===== src/rtl/ro_deser.sv =====
// Readout deserializer: mirrors the gray counter with a binary count, captures the
// shared readout lines in the high phase and queues tagged events in a show-ahead FIFO.
module ro_deser #(
  parameter int N_CH  = 19,
  parameter int CH_W  = 5,
  parameter int TS_W  = 19,
  parameter int DEPTH = 8
) (
  input  logic                     clk_master,
  input  logic                     rstb,
  input  logic                     bus_eve,
  input  logic                     bus_pol_eve,
  output logic                     out_valid,
  input  logic                     out_ready,
  output logic [CH_W-1:0]          out_chan,
  output logic                     out_pol,
  output logic [TS_W-1:0]          out_ts,
  output logic                     overflow,
  output logic [$clog2(DEPTH):0]   fill
);

  localparam int AW     = $clog2(DEPTH);
  localparam int FILL_W = AW + 1;
  localparam int EW     = CH_W + 1 + TS_W;
  localparam int BW     = (N_CH > TS_W) ? N_CH : TS_W;

  // Lowest set bit of the next count names the toggling gray bit; zero means wrap (MSB toggles).
  function automatic logic [CH_W-1:0] active_chan(input logic [N_CH-1:0] nxt);
    logic [CH_W-1:0] c;
    c = CH_W'(N_CH);
    for (int i = N_CH - 1; i >= 0; i--) begin
      if (nxt[i]) begin
        c = CH_W'(i + 1);
      end else begin
        c = c;
      end
    end
    return c;
  endfunction

  logic [N_CH-1:0]  b_r;
  logic [N_CH-1:0]  b_nxt_s;
  logic [BW-1:0]    b_ext_s;
  logic [TS_W-1:0]  ts_s;
  logic [CH_W-1:0]  chan_s;

  logic [CH_W-1:0]  pend_chan_r;
  logic [TS_W-1:0]  pend_ts_r;
  logic             pend_vld_r;
  logic             cap_eve_r;
  logic             cap_pol_r;

  logic [EW-1:0]    mem_r [DEPTH];
  logic [AW-1:0]    wr_ptr_r;
  logic [AW-1:0]    rd_ptr_r;
  logic [FILL_W-1:0] fill_r;
  logic             overflow_r;

  logic             full_s;
  logic             pop_s;
  logic             push_req_s;
  logic             push_s;
  logic             drop_s;
  logic [EW-1:0]    head_s;

  // Next mirror count and the tags for the slot it opens.
  always_comb begin
    b_nxt_s = b_r + N_CH'(1'b1);
    b_ext_s = BW'(b_nxt_s);
    ts_s    = b_ext_s[TS_W-1:0];
    chan_s  = active_chan(b_nxt_s);
  end

  // Mirror counter and pending tags for the slot being driven this high phase.
  always_ff @(posedge clk_master or negedge rstb) begin
    if (!rstb) begin
      b_r         <= {N_CH{1'b0}};
      pend_chan_r <= {CH_W{1'b0}};
      pend_ts_r   <= {TS_W{1'b0}};
      pend_vld_r  <= 1'b0;
    end else begin
      b_r         <= b_nxt_s;
      pend_chan_r <= chan_s;
      pend_ts_r   <= ts_s;
      pend_vld_r  <= 1'b1;
    end
  end

  // Falling-edge sample of the shared lines; anything not a solid 1 reads as 0.
  always_ff @(negedge clk_master or negedge rstb) begin
    if (!rstb) begin
      cap_eve_r <= 1'b0;
      cap_pol_r <= 1'b0;
    end else begin
      if (bus_eve == 1'b1) begin
        cap_eve_r <= 1'b1;
      end else begin
        cap_eve_r <= 1'b0;
      end
      if (bus_pol_eve == 1'b1) begin
        cap_pol_r <= 1'b1;
      end else begin
        cap_pol_r <= 1'b0;
      end
    end
  end

  // A pop in the same cycle frees the slot, so a full FIFO still accepts the push.
  always_comb begin
    full_s     = (fill_r == FILL_W'(DEPTH));
    pop_s      = (fill_r != {FILL_W{1'b0}}) & out_ready;
    push_req_s = pend_vld_r & cap_eve_r;
    push_s     = push_req_s & (~full_s | pop_s);
    drop_s     = push_req_s & full_s & ~pop_s;
  end

  // FIFO pointers, occupancy and sticky drop flag.
  always_ff @(posedge clk_master or negedge rstb) begin
    if (!rstb) begin
      wr_ptr_r   <= {AW{1'b0}};
      rd_ptr_r   <= {AW{1'b0}};
      fill_r     <= {FILL_W{1'b0}};
      overflow_r <= 1'b0;
    end else begin
      if (push_s) begin
        wr_ptr_r <= wr_ptr_r + AW'(1'b1);
      end else begin
        wr_ptr_r <= wr_ptr_r;
      end
      if (pop_s) begin
        rd_ptr_r <= rd_ptr_r + AW'(1'b1);
      end else begin
        rd_ptr_r <= rd_ptr_r;
      end
      case ({push_s, pop_s})
        2'b10:   fill_r <= fill_r + FILL_W'(1'b1);
        2'b01:   fill_r <= fill_r - FILL_W'(1'b1);
        default: fill_r <= fill_r;
      endcase
      if (drop_s) begin
        overflow_r <= 1'b1;
      end else begin
        overflow_r <= overflow_r;
      end
    end
  end

  // Event storage.
  always_ff @(posedge clk_master or negedge rstb) begin
    if (!rstb) begin
      for (int i = 0; i < DEPTH; i++) begin
        mem_r[i] <= {EW{1'b0}};
      end
    end else begin
      if (push_s) begin
        mem_r[wr_ptr_r] <= {pend_chan_r, cap_pol_r, pend_ts_r};
      end else begin
        mem_r[wr_ptr_r] <= mem_r[wr_ptr_r];
      end
    end
  end

  assign head_s    = mem_r[rd_ptr_r];
  assign out_valid = (fill_r != {FILL_W{1'b0}});
  assign out_chan  = out_valid ? head_s[EW-1 -: CH_W] : {CH_W{1'b0}};
  assign out_pol   = out_valid ? head_s[TS_W] : 1'b0;
  assign out_ts    = out_valid ? head_s[TS_W-1:0] : {TS_W{1'b0}};
  assign overflow  = overflow_r;
  assign fill      = fill_r;

endmodule


===== config.mk =====
export PLATFORM = sky130hd
export DESIGN_NAME = ro_deser
export DESIGN_NICKNAME = d
export VERILOG_FILES = /design/src/rtl/ro_deser.sv
export SDC_FILE = /design/constraint.sdc
export NUM_CORES = 1
export LEC_CHECK = 0
export ABC_AREA = 1
export BUFFER_PORTS_ARGS = -buffer_cell sky130_fd_sc_hd__buf_2
export CAP_MARGIN = 20
export CORE_MARGIN = 10
export CORE_UTILIZATION = 45
export DETAILED_ROUTE_END_ITERATION = 6
export SYNTH_ARGS = -nofsm -noshare
export SYNTH_HDL_FRONTEND = slang
export SYNTH_SLANG_ARGS = --single-unit

===== constraint.sdc =====
create_clock -name clk_master -period 5.6 [get_ports clk_master]
set_input_delay 0.84 -clock clk_master [delete_from_list [all_inputs] [get_ports clk_master]]
set_output_delay 0.84 -clock clk_master [all_outputs]
set_load 0.02 [all_outputs]

Yosys cells after proc, flatten, opt, wreduce, memory -nomap -nowiden
Cells that the tools add are included.

word-level totals
  flip-flop bits (word level) = 238
  input bits = 5
  output and inout port bits = 31
  logic and storage cells = 76

cells by class
  add/subtract/negate cells = 5
  $lt $le $gt $ge = 3
  equality and inequality tests = 3
  muxes and demuxes = 35
  bitwise logic cells = 10
  reduce and logical (&&, ||, !) cells = 3

operator list
  cell                                                                   number
  200-bit bitwise mux                                                    2
  200-bit two-way mux                                                    1
  25-bit binary-select mux with 3-bit select                             2
  25-bit two-way mux                                                     5
  5-bit two-way mux                                                      16
  25-bit demux with 3-bit select                                         1
  19-bit by 1-bit adder with 19-bit output, second input constant        1
  19-bit two-way mux                                                     1
  4-bit >= comparator, second input constant                             2
  3-bit NOT with 4-bit output                                            2
  4-bit one-hot mux with 2 select lines                                  1
  3-bit by 1-bit adder with 3-bit output, second input constant          2
  1-bit bitwise AND                                                      5
  4-bit by 1-bit adder with 4-bit output, second input constant          1
  4-bit equality test, second input constant                             1
  4-bit by 1-bit < comparator with 1-bit output, second input constant   1
  1-bit two-way mux                                                      4
  2-bit two-way mux                                                      2
  4-bit nonzero test                                                     1
  4-bit by 1-bit subtractor with 4-bit output, second input constant     1
  2-bit by 1-bit equality test with 1-bit output, second input constant  1
  2-bit equality test, second input constant                             1
  1-bit NOT                                                              2
  2-bit nonzero test                                                     1
  2 further kinds                                                        2

Logic depth before layout (Yosys ltp)
Gate-level depths: netlist of the first run.

  word-level depth = 19
  gate-level depth with buffers = 24
  depth with buffers taken out = 24

==> results of run 1 <==
critical path: cells and delay by family, from the launching register on:
kind,cells,cell delay [ns]
and+or+nand+nor,2,0.16
AOI/OAI and AO/OA,3,1.07
DFF,1,0.33
buffers and inverters,2,0.37
metal layers:
layer / wire length [um] / track usage [%] / up-vias
li1: - / - / 5115
met3: 2850 / 3.87 / 74
met4: 912 / 5.60 / 0
met5: 0 / 0 / -
met1: 16800 / 30.9 / 5227
met2: 16800 / 34.5 / 407
how the worst max path moves through the flow:
| stage | from | to | slack [ns] |
|---|---|---|---|
| 6_report | cap_eve_r$_DFF_NN0_ | mem_r[186]$_DFFE_PN0P_ | 0.72 |
| 5_1_grt | cap_eve_r$_DFF_NN0_ | mem_r[36]$_DFFE_PN0P_ | 0.46 |
| 3_5_place_dp | cap_eve_r$_DFF_NN0_ | mem_r[186]$_DFFE_PN0P_ | 0.70 |
| 3_3_place_gp | cap_eve_r$_DFF_NN0_ | mem_r[161]$_DFFE_PN0P_ | 0.76 |
| 4_1_cts | cap_eve_r$_DFF_NN0_ | mem_r[186]$_DFFE_PN0P_ | 0.70 |
| 2_1_floorplan | cap_eve_r$_DFF_NN0_ | mem_r[119]$_DFFE_PN0P_ | 1.19 |
placed cells by master, fill, tap and decap left out, drive strengths merged, types with 21 or more instances in the layout:
master | Yosys | final
a21oi | 39 | 39
buf | 15 | 72
clkbuf | 86 | 39
dfrtp | 236 | 236
inv | 86 | 86
nand2 | 376 | 376
nand4 | 21 | 21
nor2 | 130 | 130
o21ai | 336 | 336
o22ai | 23 | 23
xor2 | 21 | 21
state kept, by name, summed over array words and instances (netlist names):
register / count
wr_ptr_r: 3
rd_ptr_r: 3
pend_chan_r: 5
cap_pol_r: 1
mem_r: 200
pend_vld_r: 1
cap_eve_r: 1
fill: 4
overflow: 1
pend_ts_r: 19
layout make-up:
| class | count | area, um^2 |
|---|---|---|
| clock buffer | 39 | 812 |
| clock inverter | 13 | 135 |
| fill | 2537 | 12700 |
| inverter | 90 | 338 |
| multi-input combinational | 1073 | 5430 |
| sequential | 238 | 5960 |
| tap | 335 | 419 |
| timing repair buffer | 72 | 495 |
report_power, final:
group	switching [mW]	leakage (nW)	total [mW]	internal (mW)
Sequential	0.573	3.02	2.99	2.42
Combinational	2.89	2.66	4.22	1.34
Clock	0.749	0.467	1.85	1.10
Total	4.21	6.14	9.06	4.86
cells by family after synthesis:
| kind of cell | share of synthesized area (%) |
|---|---|
| AND/OR/NAND/NOR | 19.0 |
| XOR/XNOR | 1.72 |
| buffers and inverters | 6.06 |
| other | 0.0310 |
| adder cells (fa/ha/maj) | 0.683 |
| AO/OA/AOI/OAI | 23.3 |
| flip-flops | 49.3 |
==> results.json, run 1 <==
{
  "drv_cap": 0,
  "routedWlPerCell_um": 20.1,
  "numPortBuffers": 35,
  "grt-ovfl-total": 0,
  "synth_commonest_cells": "nand2_1 (372), o21ai_0 (259), dfrtp_1 (236)",
  "crit_chain": "nand2_1 -> inv_1 -> nand2_2 -> buf_4 -> o21ai_0 -> o32ai_1 -> o21ai_0",
  "rsz0062_at_grt": "false",
  "p_total_mw": 9.06,
  "yosysMostFrequentCell": "nand2_1",
  "cts_htree_levels": 1,
  "areaGrowthSynthToFinish_pct": 12.4,
  "synth_area_leaders": "dfrtp_1 (49%), nand2_1 (12%), o21ai_0 (11%), nor2_1 (3.8%), o21ai_1 (3.1%)",
  "worstSetupPathType": "reg2reg",
  "finalSetupViolations": 0,
  "cts_made_buffers": 28,
  "grt_pass1_vias": 10300,
  "crit_slowest_cell": "o32ai_1",
  "slowest_delay_ns": 0.74,
  "clk_pin_slew_ns": 0.06,
  "start_util_pct": 46.0,
  "worst-r2r-setup-slack_ns": 0.72,
  "yosys.area.top_type": "dfrtp_1",
  "worstPathArrival_ns": 5.27,
  "ctsResizeCount": 0,
  "power.density_mw_per_mm2": 667,
  "vias": 10800,
  "fp.dieArea_mm2": 0.0338,
  "cts_tree": "done",
  "grt_start_max_net_pins": 74,
  "die_h_um": 184,
  "cts_sinks": 238,
  "r2r_cells": 7,
  "synth_top_cell_area_share_pct": 48.8,
  "cts_setup_buffers": 0,
  "die_w_um": 184,
  "holdWs_ns": 0.156,
  "syn-cell-area_mm2": 0.0121,
  "gp_congestion": 0.869,
  "stdcell_count": 1860,
  "drc": 0,
  "yosysWarnings": 0,
  "nets": 1514,
  "synth.avg_cell_area_um2": 8.05,
  "synth_cell_types": 45,
  "slew_headroom_pct": 37.3,
  "required_ns": 5.99,
  "syn-num-nets": 1513,
  "synth_enable_flop_cells": 0,
  "core_mm2": 0.0263,
  "final_layout_size_suffix_gt1_share_pct": 11.2,
  "finalWorstSetupSlack_ns": 0.723,
  "worstReg2RegStart": "cap_eve_r$_DFF_NN0_",
  "fin_area_mm2": 0.0136,
  "ys_seq_area_share_pct": 49.3,
  "finalWirelength_um": 37400,
  "finClkSkew_ns": 0.0256,
  "worst_pin_slew_ns": 0.941,
  "clk_path_buf_depth": 3,
  "std_cell_rows": 59,
  "cp_max_fo": 20,
  "detail_route.vias_per_cell": 5.82,
  "antenna_cells": 0,
  "rr_endpoint": "mem_r[186]$_DFFE_PN0P_",
  "pre_cts_slack_ns": 0.695,
  "worstSetupStartpointType": "register",
  "ys_seq_elements": 238,
  "hold_violations": 0,
  "outcome": "finished clean",
  "io_pins": 36,
  "clk_latency_ns": 0.56,
  "ys.flop_type": "dfrtp_1",
  "crit_path_end_kind": "register",
  "grt_use_total_pct": 22.0,
  "placed_area_mm2": 0.0126,
  "ir_worst_vdd_mv": 0.283,
  "dp_hpwl_um": 21900,
  "slew_viol_final": 0,
  "drtAntennaViolNets": 0,
  "hold_class": "in2async",
  "antenna_found_initial": 0,
  "synthArstFlopShare_pct": 100,
  "clockRootBuffer": "clkbuf_16",
  "drtPass1Iterations": 5,
  "drt_iter0_markers": 1188,
  "cts_hold_buf": 0,
  "tns_ns": 0,
  "grt_pass1_wl_um": 59300,
  "final_util_pct": 51.7,
  "place_inst": 1807,
  "crit_path_frequent_cell": "o21ai_0",
  "synthCells": 1502,
  "p_leak_nw": 6.14
}
Note: power is estimated with default switching activity, not from simulation.
==> inputs of run 2 (changes only) <==
--- a/config.mk
+++ b/config.mk
@@ -9,7 +9,7 @@
 export BUFFER_PORTS_ARGS = -buffer_cell sky130_fd_sc_hd__buf_2
 export CAP_MARGIN = 20
 export CORE_MARGIN = 10
-export CORE_UTILIZATION = 45
+export CORE_UTILIZATION = 34
 export DETAILED_ROUTE_END_ITERATION = 6
 export SYNTH_ARGS = -nofsm -noshare
 export SYNTH_HDL_FRONTEND = slang
==> results.json, run 2 (synthesis results as in run 1) <==
{
  "outcome": "finished clean",
  "place_inst": 1931,
  "grt_start_max_net_pins": 76,
  "cts_hold_buf": 0,
  "worstReg2RegStart": "cap_eve_r$_DFF_NN0_",
  "placed_area_mm2": 0.0127,
  "fp.dieArea_mm2": 0.0435,
  "finalWirelength_um": 38000,
  "crit_path_end_kind": "register",
  "tns_ns": 0,
  "final_util_pct": 38.5,
  "slowest_delay_ns": 0.51,
  "gp_congestion": 0.819,
  "worst_pin_slew_ns": 1.02,
  "cts_setup_buffers": 0,
  "drc": 0,
  "die_w_um": 209,
  "drtAntennaViolNets": 0,
  "p_leak_nw": 6.07,
  "clk_pin_slew_ns": 0.06,
  "crit_slowest_cell": "o32ai_2",
  "rr_endpoint": "mem_r[125]$_DFFE_PN0P_",
  "crit_path_frequent_cell": "inv_1",
  "cts_tree": "done",
  "holdWs_ns": 0.176,
  "antenna_cells": 0,
  "worstPathArrival_ns": 5.42,
  "grt_use_total_pct": 16.9,
  "cts_made_buffers": 27,
  "slew_viol_final": 0,
  "rsz0062_at_grt": "false",
  "clk_latency_ns": 0.53,
  "grt_pass1_wl_um": 60100,
  "start_util_pct": 34.2,
  "core_mm2": 0.0353,
  "worstSetupPathType": "reg2reg",
  "grt-ovfl-total": 0,
  "cts_sinks": 238,
  "slew_headroom_pct": 31.9,
  "routedWlPerCell_um": 19.2,
  "io_pins": 36,
  "grt_pass1_vias": 10300,
  "std_cell_rows": 69,
  "dp_hpwl_um": 22200,
  "die_h_um": 209,
  "power.density_mw_per_mm2": 655,
  "detail_route.vias_per_cell": 5.47,
  "clockRootBuffer": "clkbuf_16",
  "cp-startpoint": "cap_eve_r$_DFF_NN0_",
  "hold_class": "in2async",
  "drv_cap": 0,
  "largestRegisters": "mem_r x200, pend_ts_r x19, pend_chan_r x5",
  "crit_chain": "nand2_1 -> inv_1 -> nand2_2 -> inv_1 -> buf_4 -> a221o_1 -> o32ai_2 -> o21ai_0",
  "final_common_cell": "nand2_1",
  "finClkSkew_ns": 0.0110,
  "nets": 1510,
  "required_ns": 5.98,
  "drt_iter0_markers": 992,
  "top_register": "mem_r",
  "vias": 10800,
  "cts_htree_levels": 1,
  "areaGrowthSynthToFinish_pct": 12.4,
  "cpLargestDelayFamily": "compound AO/OA/AOI/OAI gates",
  "numPortBuffers": 35,
  "drtPass1Iterations": 5,
  "mostFrequentLayoutCells": "nand2_1 (371), o21ai_0 (259), dfrtp_1 (234), nor2_1 (124), o21ai_1 (74)",
  "finalSetupViolations": 0,
  "final_layout_size_suffix_gt1_share_pct": 10.5,
  "largest_reg_flops": 200,
  "worstSetupStartpointType": "register",
  "critPathBufInv": 3,
  "ctsResizeCount": 0,
  "stdcell_count": 1979,
  "antenna_found_initial": 0,
  "hold_violations": 0,
  "fin_area_mm2": 0.0136,
  "r2r_cells": 8,
  "ir_worst_vdd_mv": 0.276,
  "cp_max_fo": 13,
  "clk_path_buf_depth": 3,
  "worst-r2r-setup-slack_ns": 0.55
}
[run 2: changes by cell type in the layout (fill, tap and decap cells not counted), sizes merged]
cell / delta
buf: -3
clkinv: +1
bufinv: -1
clkbuf: -1
clkinvlp: -2
inv: -1
[run 2: worst reg2reg max path, stage by stage, from the launching register on]
cell and delay (ns):
dfrtn_1 0.32, nand2_1 0.07, inv_1 0.06, nand2_2 0.28, inv_1 0.15, buf_4 0.24
a221o_1 0.30, o32ai_2 0.51, o21ai_0 0.16
[run 2: per-layer routing]
metal / vias up / GRT usage (%) / wire length, um
li1: 5098 / - / -
met1: 5229 / 24.0 / 17500
met2: 423 / 26.3 / 16800
met3: 73 / 2.18 / 2710
met4: 0 / 5.11 / 971
met5: - / 0 / 0
[run 2: metrics by stage]
stage	worst slack (ns)	total power, mW
4_1_cts	0.580	8.92
2_1_floorplan	1.19	5.71
5_1_grt	0.460	9.57
3_5_place_dp	0.597	7.20
6_report	0.555	8.90
3_3_place_gp	0.647	7.11
[run 2: how the worst max path moves through the flow]
stage | cells past startpoint | slack [ns] | end
2_1_floorplan | 9 | 1.19 | mem_r[119]$_DFFE_PN0P_
6_report | 8 | 0.55 | mem_r[125]$_DFFE_PN0P_
5_1_grt | 8 | 0.46 | mem_r[125]$_DFFE_PN0P_
3_3_place_gp | 8 | 0.65 | mem_r[133]$_DFFE_PN0P_
4_1_cts | 8 | 0.58 | mem_r[133]$_DFFE_PN0P_
3_5_place_dp | 8 | 0.60 | mem_r[125]$_DFFE_PN0P_
[run 2: area by class of cell]
type	instances	area, um^2
Timing Repair Buffer	69	440
Fill cell	3586	21700
Clock inverter	10	78.8
Sequential cell	238	5960
Tap cell	461	577
Multi-Input combinational cell	1073	5430
Inverter	90	338
Clock buffer	38	767
[run 2: where the power goes]
group / internal, mW / total, mW / switching, mW
combinational: 1.29 / 4.24 / 2.95
sequential: 2.41 / 2.96 / 0.547
clock: 0.994 / 1.70 / 0.710
total: 4.69 / 8.90 / 4.21
